File: src/rtl/cache_req_arbiter_if.sv
// Request/response bundle between the two CPUs, the arbiter and the shared cache.
// The arbiter connects through the slave modport; the CPU/cache side uses master.
interface cache_req_arbiter_if #(
  parameter int REQ_W = 22
);
  logic [REQ_W-1:0] p0_req;
  logic             p0_req_valid;
  logic             p0_req_ready;
  logic [REQ_W-1:0] p1_req;
  logic             p1_req_valid;
  logic             p1_req_ready;
  logic [REQ_W-1:0] cache_request;
  logic             cache_req_valid;
  logic             cache_busy;
  logic [REQ_W-1:0] cache_data;
  logic             cache_resp_valid;
  logic [REQ_W-1:0] p0_resp;
  logic             p0_resp_valid;
  logic [REQ_W-1:0] p1_resp;
  logic             p1_resp_valid;
  logic             pid_err;

  modport slave (
    input  p0_req, p0_req_valid, p1_req, p1_req_valid,
           cache_busy, cache_data, cache_resp_valid,
    output p0_req_ready, p1_req_ready, cache_request, cache_req_valid,
           p0_resp, p0_resp_valid, p1_resp, p1_resp_valid, pid_err
  );

  modport master (
    output p0_req, p0_req_valid, p1_req, p1_req_valid,
           cache_busy, cache_data, cache_resp_valid,
    input  p0_req_ready, p1_req_ready, cache_request, cache_req_valid,
           p0_resp, p0_resp_valid, p1_resp, p1_resp_valid, pid_err
  );
endinterface

File: src/rtl/cache_req_arbiter.sv
// cache_req_arbiter: buffers CPU0/CPU1 requests in per-port FIFOs, issues one
// request at a time to the shared cache (round-robin, honouring cache_busy) and
// routes each response back to the CPU named by its pid bit.
// Optional macro ARB_STATS_EN adds saturating grant/conflict counters.
//
// state   | meaning
// --------+-------------------------------------------------------------
// ST_IDLE | no request outstanding; may issue when cache not busy
// ST_WAIT | request issued, waiting for cache_resp_valid
module cache_req_arbiter #(
  parameter int FIFO_DEPTH = 4,
  parameter int REQ_W      = 22
) (
  input  logic               clk,
  input  logic               reset,
  cache_req_arbiter_if.slave bus
`ifdef ARB_STATS_EN
  ,
  output logic [15:0]        p0_grant_cnt,
  output logic [15:0]        p1_grant_cnt,
  output logic [15:0]        conflict_cnt
`endif
);

  localparam int AW = $clog2(FIFO_DEPTH);
  localparam int PW = AW + 1;

  typedef enum logic {ST_IDLE, ST_WAIT} state_t;

  state_t state, next_state;

  logic [REQ_W-1:0] mem [2][FIFO_DEPTH];
  logic [PW-1:0]    wr_ptr [2];
  logic [PW-1:0]    rd_ptr [2];
  logic [REQ_W-1:0] in_word [2];
  logic [1:0]       in_valid;
  logic [1:0]       full, empty, push, pop;
  logic             prio;
  logic             sel;
  logic             grant;
  logic             err_set;

  logic [REQ_W-1:0] req_q, p0_resp_q, p1_resp_q;
  logic             req_valid_q, p0_resp_valid_q, p1_resp_valid_q, pid_err_q;

  assign in_word[0]  = bus.p0_req;
  assign in_word[1]  = bus.p1_req;
  assign in_valid[0] = bus.p0_req_valid;
  assign in_valid[1] = bus.p1_req_valid;

  // FIFO status, push qualification and pid mismatch detection
  always_comb begin
    full    = '0;
    empty   = '0;
    push    = '0;
    for (int i = 0; i < 2; i++) begin
      empty[i] = (wr_ptr[i] == rd_ptr[i]);
      full[i]  = (wr_ptr[i][AW-1:0] == rd_ptr[i][AW-1:0]) && (wr_ptr[i][AW] != rd_ptr[i][AW]);
      push[i]  = in_valid[i] && !full[i];
    end
    err_set = (push[0] && in_word[0][REQ_W-1]) || (push[1] && !in_word[1][REQ_W-1]);
  end

  assign bus.p0_req_ready = !full[0];
  assign bus.p1_req_ready = !full[1];

  // FIFO storage; pid bit is overwritten with the port index on the way in
  always_ff @(posedge clk) begin
    if (push[0]) mem[0][wr_ptr[0][AW-1:0]] <= {1'b0, in_word[0][REQ_W-2:0]};
    if (push[1]) mem[1][wr_ptr[1][AW-1:0]] <= {1'b1, in_word[1][REQ_W-2:0]};
  end

  // FIFO pointers, wrapping modulo 2*FIFO_DEPTH
  always_ff @(posedge clk or negedge reset) begin
    if (!reset) begin
      for (int i = 0; i < 2; i++) begin
        wr_ptr[i] <= '0;
        rd_ptr[i] <= '0;
      end
    end else begin
      for (int i = 0; i < 2; i++) begin
        if (push[i]) wr_ptr[i] <= wr_ptr[i] + PW'(1);
        if (pop[i])  rd_ptr[i] <= rd_ptr[i] + PW'(1);
      end
    end
  end

  // Arbitration and next-state: priority only matters when both ports wait
  always_comb begin
    next_state = state;
    grant      = 1'b0;
    sel        = 1'b0;
    pop        = '0;
    if (!empty[0] && !empty[1]) sel = prio;
    else                        sel = empty[0];
    case (state)
      ST_IDLE: begin
        if (!bus.cache_busy && (!empty[0] || !empty[1])) begin
          grant      = 1'b1;
          pop        = sel ? 2'b10 : 2'b01;
          next_state = ST_WAIT;
        end
      end
      ST_WAIT: begin
        if (bus.cache_resp_valid) next_state = ST_IDLE;
      end
      default: next_state = ST_IDLE;
    endcase
  end

  // State register
  always_ff @(posedge clk or negedge reset) begin
    if (!reset) state <= ST_IDLE;
    else        state <= next_state;
  end

  // Issue register and round-robin priority; the request word holds in WAIT
  always_ff @(posedge clk or negedge reset) begin
    if (!reset) begin
      req_q       <= '0;
      req_valid_q <= 1'b0;
      prio        <= 1'b0;
    end else begin
      req_valid_q <= grant;
      if (grant) begin
        req_q <= mem[sel][rd_ptr[sel][AW-1:0]];
        prio  <= ~sel;
      end
    end
  end

  // Response routing by pid bit, independent of FSM state; sticky pid error
  always_ff @(posedge clk or negedge reset) begin
    if (!reset) begin
      p0_resp_q       <= '0;
      p1_resp_q       <= '0;
      p0_resp_valid_q <= 1'b0;
      p1_resp_valid_q <= 1'b0;
      pid_err_q       <= 1'b0;
    end else begin
      p0_resp_valid_q <= bus.cache_resp_valid && !bus.cache_data[REQ_W-1];
      p1_resp_valid_q <= bus.cache_resp_valid && bus.cache_data[REQ_W-1];
      if (bus.cache_resp_valid && !bus.cache_data[REQ_W-1]) p0_resp_q <= bus.cache_data;
      if (bus.cache_resp_valid && bus.cache_data[REQ_W-1])  p1_resp_q <= bus.cache_data;
      if (err_set) pid_err_q <= 1'b1;
    end
  end

  assign bus.cache_request   = req_q;
  assign bus.cache_req_valid = req_valid_q;
  assign bus.p0_resp         = p0_resp_q;
  assign bus.p0_resp_valid   = p0_resp_valid_q;
  assign bus.p1_resp         = p1_resp_q;
  assign bus.p1_resp_valid   = p1_resp_valid_q;
  assign bus.pid_err         = pid_err_q;

`ifdef ARB_STATS_EN
  // Saturating grant and contention counters
  always_ff @(posedge clk or negedge reset) begin
    if (!reset) begin
      p0_grant_cnt <= '0;
      p1_grant_cnt <= '0;
      conflict_cnt <= '0;
    end else begin
      if (grant && !sel && p0_grant_cnt != 16'hFFFF) p0_grant_cnt <= p0_grant_cnt + 16'd1;
      if (grant && sel && p1_grant_cnt != 16'hFFFF)  p1_grant_cnt <= p1_grant_cnt + 16'd1;
      if (state == ST_IDLE && !empty[0] && !empty[1] && !bus.cache_busy &&
          conflict_cnt != 16'hFFFF)
        conflict_cnt <= conflict_cnt + 16'd1;
    end
  end
`endif

endmodule
File: src/flat_wrapper.sv
// flat-port wrapper written by rule: the top's interface ports become plain ports
module cache_req_arbiter_flat 
#(
  parameter int FIFO_DEPTH = 4,
  parameter int REQ_W      = 22
)
  (clk, reset, bus_p0_req, bus_p0_req_valid, bus_p1_req, bus_p1_req_valid, bus_cache_busy, bus_cache_data, bus_cache_resp_valid, bus_p0_req_ready, bus_p1_req_ready, bus_cache_request, bus_cache_req_valid, bus_p0_resp, bus_p0_resp_valid, bus_p1_resp, bus_p1_resp_valid, bus_pid_err);
  cache_req_arbiter_if #(.REQ_W(REQ_W)) bus_i ();
  input  logic clk;
  input  logic reset;
  input wire logic [$bits(bus_i.p0_req)-1:0] bus_p0_req;
  input wire logic [$bits(bus_i.p0_req_valid)-1:0] bus_p0_req_valid;
  input wire logic [$bits(bus_i.p1_req)-1:0] bus_p1_req;
  input wire logic [$bits(bus_i.p1_req_valid)-1:0] bus_p1_req_valid;
  input wire logic [$bits(bus_i.cache_busy)-1:0] bus_cache_busy;
  input wire logic [$bits(bus_i.cache_data)-1:0] bus_cache_data;
  input wire logic [$bits(bus_i.cache_resp_valid)-1:0] bus_cache_resp_valid;
  output wire logic [$bits(bus_i.p0_req_ready)-1:0] bus_p0_req_ready;
  output wire logic [$bits(bus_i.p1_req_ready)-1:0] bus_p1_req_ready;
  output wire logic [$bits(bus_i.cache_request)-1:0] bus_cache_request;
  output wire logic [$bits(bus_i.cache_req_valid)-1:0] bus_cache_req_valid;
  output wire logic [$bits(bus_i.p0_resp)-1:0] bus_p0_resp;
  output wire logic [$bits(bus_i.p0_resp_valid)-1:0] bus_p0_resp_valid;
  output wire logic [$bits(bus_i.p1_resp)-1:0] bus_p1_resp;
  output wire logic [$bits(bus_i.p1_resp_valid)-1:0] bus_p1_resp_valid;
  output wire logic [$bits(bus_i.pid_err)-1:0] bus_pid_err;
  assign bus_i.p0_req = bus_p0_req;
  assign bus_i.p0_req_valid = bus_p0_req_valid;
  assign bus_i.p1_req = bus_p1_req;
  assign bus_i.p1_req_valid = bus_p1_req_valid;
  assign bus_i.cache_busy = bus_cache_busy;
  assign bus_i.cache_data = bus_cache_data;
  assign bus_i.cache_resp_valid = bus_cache_resp_valid;
  assign bus_p0_req_ready = bus_i.p0_req_ready;
  assign bus_p1_req_ready = bus_i.p1_req_ready;
  assign bus_cache_request = bus_i.cache_request;
  assign bus_cache_req_valid = bus_i.cache_req_valid;
  assign bus_p0_resp = bus_i.p0_resp;
  assign bus_p0_resp_valid = bus_i.p0_resp_valid;
  assign bus_p1_resp = bus_i.p1_resp;
  assign bus_p1_resp_valid = bus_i.p1_resp_valid;
  assign bus_pid_err = bus_i.pid_err;
  cache_req_arbiter #(.FIFO_DEPTH(FIFO_DEPTH), .REQ_W(REQ_W)) u_core (.clk(clk), .reset(reset), .bus(bus_i));
endmodule
File: config.mk
export PLATFORM = sky130hd
export DESIGN_NAME = cache_req_arbiter_flat
export DESIGN_NICKNAME = d
export VERILOG_FILES = /design/src/rtl/cache_req_arbiter_if.sv /design/src/rtl/cache_req_arbiter.sv /design/src/flat_wrapper.sv
export SDC_FILE = /design/constraint.sdc
export NUM_CORES = 1
export LEC_CHECK = 0
export BUFFER_PORTS_ARGS = -buffer_cell sky130_fd_sc_hd__buf_2
export CORE_ASPECT_RATIO = 0.6
export CORE_UTILIZATION = 35
export CTS_CLUSTER_SIZE = 14
export DETAILED_ROUTE_END_ITERATION = 8
export PLACE_DENSITY_LB_ADDON = 0.3
export SYNTH_ARGS = -nofsm -noshare
export SYNTH_HDL_FRONTEND = slang
export SYNTH_SLANG_ARGS = --single-unit
File: constraint.sdc
create_clock -name clk -period 1.8 [get_ports clk]
set_input_delay 0.09 -clock clk [delete_from_list [all_inputs] [get_ports clk]]
set_output_delay 0.09 -clock clk [all_outputs]
set_load 0.05 [all_outputs]
==> results of run 1 <==
[power breakdown]
group | switching [mW] | internal, mW
registers | 0.607 | 7.80
clock network | 2.22 | 2.87
logic | 5.53 | 3.90
[critical path: stages (launching register included)]
cell	delay [ps]
dfrtp_1	410
xnor2_2	170
nand3b_1	270
buf_4	210
buf_8	140
[how the worst max path moves through the flow]
stage,endpoint,slack (ps)
after detailed placement,u_core.rd_ptr[1]$_DFFE_PN0P_,20
after global routing,u_core.rd_ptr[1]$_DFFE_PN0P_,-100
after global placement,u_core.mem[1][30]$_DFFE_PP_,70
final,bus_p1_req_ready,-40
after floorplan,u_core.mem[1][21]$_DFF_P_,-250
after CTS,bus_p1_req_ready,-40
[registers in the layout (all words and copies together) (netlist names), 6 cells and up]
name	count
u_core.rd_ptr	6
u_core.bus.cache_request	22
u_core.bus.p0_resp	22
u_core.bus.p1_resp	22
u_core.wr_ptr	6
u_core.mem	172
[cells by family (layout without fill, tap and decap cells)]
group	count (synthesis)	count (layout)
multiplexers	111	111
flip-flops	256	256
XOR/XNOR	14	14
AO/OA/AOI/OAI	44	44
AND/OR/NAND/NOR	59	65
adder cells (fa/ha/maj)	10	10
buffers and inverters	35	308
[per-stage QoR]
step / hold WS [ps] / area, µm² / utilization / std cells
after CTS: 8.16 / 13000 / 0.467 / 1163
after global placement: 28.8 / 11400 / 0.410 / 1040
after floorplan: -206 / 10000 / - / 529
after global routing: 41.9 / 13100 / 0.471 / 1175
after detailed placement: 36.5 / 11400 / 0.410 / 1040
final: 20.1 / 13100 / 0.471 / 1175
[cells in the mapped netlist, types with 4 or more instances]
cell type / n / share of area
edfxtp_1: 168 / 0.51
dfrtp_1: 84 / 0.21
mux2_2: 48 / 0.054
mux4_2: 37 / 0.084
nand2_1: 27 / 0.010
mux2i_1: 25 / 0.025
o21ai_0: 14 / 0.0070
o21ai_1: 13 / 0.0065
inv_1: 12 / 0.0045
ha_1: 10 / 0.013
and3_1: 9 / 0.0057
buf_2: 9 / 0.0045
xnor2_1: 7 / 0.0062
clkbuf_1: 6 / 0.0023
a21oi_1: 4 / 0.0020
buf_6: 4 / 0.0045
dfxtp_1: 4 / 0.0080
nand3_1: 4 / 0.0020
or2_2: 4 / 0.0025
[metal layers]
layer	track usage	wire, µm	up-vias
li1	-	-	2568
met1	0.233	10800	2878
met2	0.239	10900	120
met3	0.0460	1530	26
met4	0.0337	380	0
met5	0	0	-
[repair_timing]
| item | 4_1_cts | 5_1_grt |
|---|---|---|
| hold endpoints to repair | 303 | 0 |
| pin swaps | 3 | 10 |
| endpoints found under the setup margin | 2 | 164 |
| cloned | 0 | 6 |
| hold buffers | 70 | 0 |
| buffers inserted | 7 | 6 |
| gates resized for setup | 4 | 13 |
[layout make-up]
class,count,share of cell area
clock buffer,34,0.0534
clock inverter,12,0.00736
inverter,13,0.00373
multi-input combinational,244,0.206
sequential,256,0.553
tap,367,0.0351
timing repair buffer,249,0.142
==> metrics.txt, run 1 <==
worst slack, placed 23.8 ps; die area around 29000 µm²; FFs w/ async S/R, synth 0.328; Synth Area in XOR/XNOR 0.0176; Compound-Gate Fraction of Synth Area 0.0306; max-slew violation count 0; Pleak about 5.1 nW; outcome complete, but fails checks; R2R Path End u_core.rd_ptr[1]$_DFFE_PN0P_; Clk Latency, worst-skew pair about 540 ps; critical path arrival around 1800 ps; grt ovf 0; largest net degree at the start of global routing 61; Yosys cell types 43; max_cap viols 0; worst-path fanout max 4; largest family of logic cells by synthesized area multiplexers; Least-Margin Pin Slew around 440 ps; Setup crit start kind flip-flop; CP startpoint u_core.rd_ptr[2]$_DFFE_PN0P_; WL/cell 20.0 µm; die height 133 µm; Cell Pwr Density between 1500 and 2000 nW/µm²; Post-DP HPWL approximately 16000 µm; Post-synth EDFFs approximately 170; YS warnings 0; CTS max path bufs 3; core box area around 28000 µm²; Seq cells post-synth approximately 260; I/O Buffers about 140; Initial Util 0.358; Setup Viol. Count Final 2; vias in the first global route 5734; HP Class in -> async; CTS tree built; maximum clock frequency between 500 and 600 MHz; clock skew roughly 23 ps; TritonCTS Buffers 25; total wire length ~24000 µm; post-synthesis sequential area ratio 0.726; H-tree levels 1; unrepaired setup endpoints after global routing yes; io pins between 100 and 150; most frequent cells in the layout edfxtp_1, buf_2, dfrtp_1, dlygate4sd3_1, mux2_2; Post-Synthesis Cells 529; Clock Sinks roughly 260; nets@finish 871; cells on worst reg2reg path 7; Root Buffer clkbuf_16; setup TNS -55.1 ps; synth-to-layout area growth 31.5%; Die W roughly 220 µm; first-pass GRT wire length roughly 35000 µm; maximum vdd drop ~720 µV; DRC errors left 8; share of layout cells above drive strength 1 0.421; Tmin final 1840 ps; WP data required between 1500 and 2000 ps; Placer Congestion 0.803; Mapped Area around 10000 µm²; simple-gate share of the synthesized area 0.0309; syn nets ~600; worst relative slew slack 0.701; crit path capture type output pin; drt first pass iters 7; detailed router's first-iteration violation count 320; reg2reg setup slack -20 ps; leading cell type in the layout, fill and taps excluded edfxtp_1; antenna cells 0; ANT nets after route 0; final worst slack -36.1 ps; RR Startpoint u_core.wr_ptr[0]$_DFFE_PN0P_; area taken by multi-input logic gates about 2700 µm²; failing checks DRC, setup timing; Reg area 7230 µm²; mux contribution to synthesized area 0.164; Vias between 5000 and 6000; Final Hold Fails 0; FP Rows between 40 and 50; antenna violations before repair 0; Fillers between 2000 and 2500; Design Power 22.9 mW; Total Routing Usage GR 0.160; Crit Path Class reg -> out; post-route clock period utilization 1.02; clock transition at the registers of the reported paths 70 ps; routed vias/inst 4.76; Primary FF master, synth edfxtp_1; mean post-synth cell area around 19 µm²; area share of fa/ha/maj cells after synthesis 0.0126
Note: power is estimated with default switching activity, not from simulation.
==> run 2, diff against run 1 <==
--- a/config.mk
+++ b/config.mk
@@ -7,7 +7,7 @@
 export LEC_CHECK = 0
 export BUFFER_PORTS_ARGS = -buffer_cell sky130_fd_sc_hd__buf_2
 export CORE_ASPECT_RATIO = 0.6
-export CORE_UTILIZATION = 35
+export CORE_UTILIZATION = 51
 export CTS_CLUSTER_SIZE = 14
 export DETAILED_ROUTE_END_ITERATION = 8
 export PLACE_DENSITY_LB_ADDON = 0.3
==> run 2 against run 1 <==
Net effect: first-iteration DRC count up 100%; sequential power about the same; the flow now finishes without violations; die area down 31%; register-to-register slack better by 60 ps; global-route usage up 6.2 points; final area down 1.2%.
==> metrics.txt, run 2 (synthesis gave the netlist of run 1 again) <==
crit-path cells xnor2_2, nand3b_1, buf_4, buf_6; Setup Viol. Count Final 0; core box area approximately 19000 µm²; worst-path fanout max 4; maximum clock frequency between 500 and 600 MHz; highest cell delay on the worst timing path around 420 ps; critical path arrival ~1700 ps; CTS max path bufs 3; Setup crit start kind flip-flop; post-route clock period utilization 0.978; max_cap viols 0; Least-Margin Pin Slew around 470 ps; I/O Buffers roughly 140; Cell Pwr Density 1760 nW/µm²; die height between 100 and 150 µm; max-slew violation count 0; io pins around 140; routed vias/inst 5.30; grt ovf 0; worst relative slew slack 0.689; Pleak approximately 5.1 nW; FP Rows 39; Final Hold Fails 0; crit path capture type output pin; CTS tree built; total wire length roughly 22000 µm; reg2reg setup slack around 40 ps; Design Power ~23 mW; synth-to-layout area growth 30.0%; nets@finish between 800 and 900; clock skew just under 9 ps; TritonCTS Buffers 24; Post-DP HPWL about 15000 µm; leading cell type in the layout, fill and taps excluded edfxtp_1; WP data required 1710 ps; Final Util 0.678; Fillers 1250; Tmin final roughly 1800 ps; antenna cells 0; DRC errors left 0; Slowest cell on crit path dfrtp_1; number of flip-flops in the largest register ~170; Crit Path Class reg -> out; vias in the first global route 5639; Reg area approximately 7200 µm²; maximum vdd drop around 880 µV; die area 20100 µm²; Clk Latency, worst-skew pair roughly 500 ps; area taken by multi-input logic gates 2650 µm²; Clock Sinks 256; clock transition at the registers of the reported paths 60 ps; Initial Util 0.521; outcome finished clean; WL/cell approximately 21 µm; H-tree levels 1; Placed Cells 949; unrepaired setup endpoints after global routing yes; HP Class in -> reg; detailed router's first-iteration violation count around 650; Root Buffer clkbuf_16; share of layout cells above drive strength 1 0.419; Total Routing Usage GR 0.222; first-pass GRT wire length 32900 µm; antenna violations before repair 0; Placer Congestion about 0.91; most frequent cells in the layout edfxtp_1, buf_2, dfrtp_1, dlygate4sd3_1, mux2_2; Vias about 5700; Non-Filler Instances between 1000 and 1500; largest net degree at the start of global routing 40; ANT nets after route 0; drt first pass iters 5; Die W between 150 and 200 µm
## run 2: changes by cell type in the layout (fill, tap and decap cells not counted), moves of 2 or more
cell	change
clkinvlp_4	-2
o21ai_1	-2
and3_4	-4
clkbuf_8	-4
dlygate4sd3_1	-2
buf_4	+12
clkinv_1	+4
o21ai_0	+2
## run 2: stage by stage
| step | hold WS (ps) | setup TNS (ps) | cell area [µm²] | setup WS (ps) |
|---|---|---|---|---|
| floorplan | -206 | -27180 | 10000 | -250 |
| global placement | 72.3 | 0 | 11300 | 63.2 |
| detailed placement | 74.4 | -133 | 11300 | -7.36 |
| CTS | 26.7 | 0 | 12900 | 20.2 |
| global route | 29.2 | -97.4 | 12900 | -42.4 |
| finish | 31.8 | 0 | 12900 | 40.0 |
## run 2: final cells by class
class / instances / area share
flip-flops and latches: 256 / 0.559
clock buffers: 30 / 0.0498
inverters: 13 / 0.00377
clock inverters: 12 / 0.00803
multi-input cells: 239 / 0.205
repair buffers: 259 / 0.149
well taps: 266 / 0.0257
## run 2: layer usage
layer	global-route usage	vias up	routed length (µm)
li1	-	2567	-
met1	0.341	2926	10600
met2	0.330	171	10100
met3	0.0466	33	1350
met4	0.0474	0	351
met5	0	-	0
## run 2: critical path: cells and delay by family (launching register included)
kind | cells | cell delay, ps
AND/OR/NAND/NOR | 1 | 180
XOR/XNOR | 1 | 280
buffers and inverters | 2 | 280
flip-flops | 1 | 420
## run 2: repair_timing
action / in CTS / in global routing
pin swaps: 5 / 5
gates cloned: 0 / 1
hold buffers: 68 / 0
endpoints found under the setup margin: 25 / 31
buffers inserted: 11 / 4
gates resized for setup: 6 / 6
endpoints found under the hold margin: 297 / 0
## run 2: path summary, 6_finish.rpt
| check | depth (start not counted) | startpoint | endpoint |
|---|---|---|---|
| worst max register to register | 7 | u_core.rd_ptr[1]$_DFFE_PN0P_ | u_core.rd_ptr[1]$_DFFE_PN0P_ |
| worst min-delay path | 3 | bus_cache_busy | u_core.bus.cache_request[20]$_DFFE_PN0P_ |
| min in group asynchronous | 2 | reset | u_core.bus.p0_resp[16]$_DFFE_PN0P_ |
| worst max-delay path | 4 | u_core.rd_ptr[5]$_DFFE_PN0P_ | bus_p0_req_ready |
| max in group asynchronous | 3 | reset | u_core.bus.cache_request[5]$_DFFE_PN0P_ |
| worst min register to register | 1 | u_core.mem[1][43]$_DFF_P_ | u_core.mem[1][43]$_DFF_P_ |
## run 2: power breakdown
group	internal (mW)	total [mW]	switching, mW
clock network	2.81	4.87	2.07
logic	3.94	9.40	5.47
registers	7.80	8.43	0.627
total	14.5	22.7	8.16
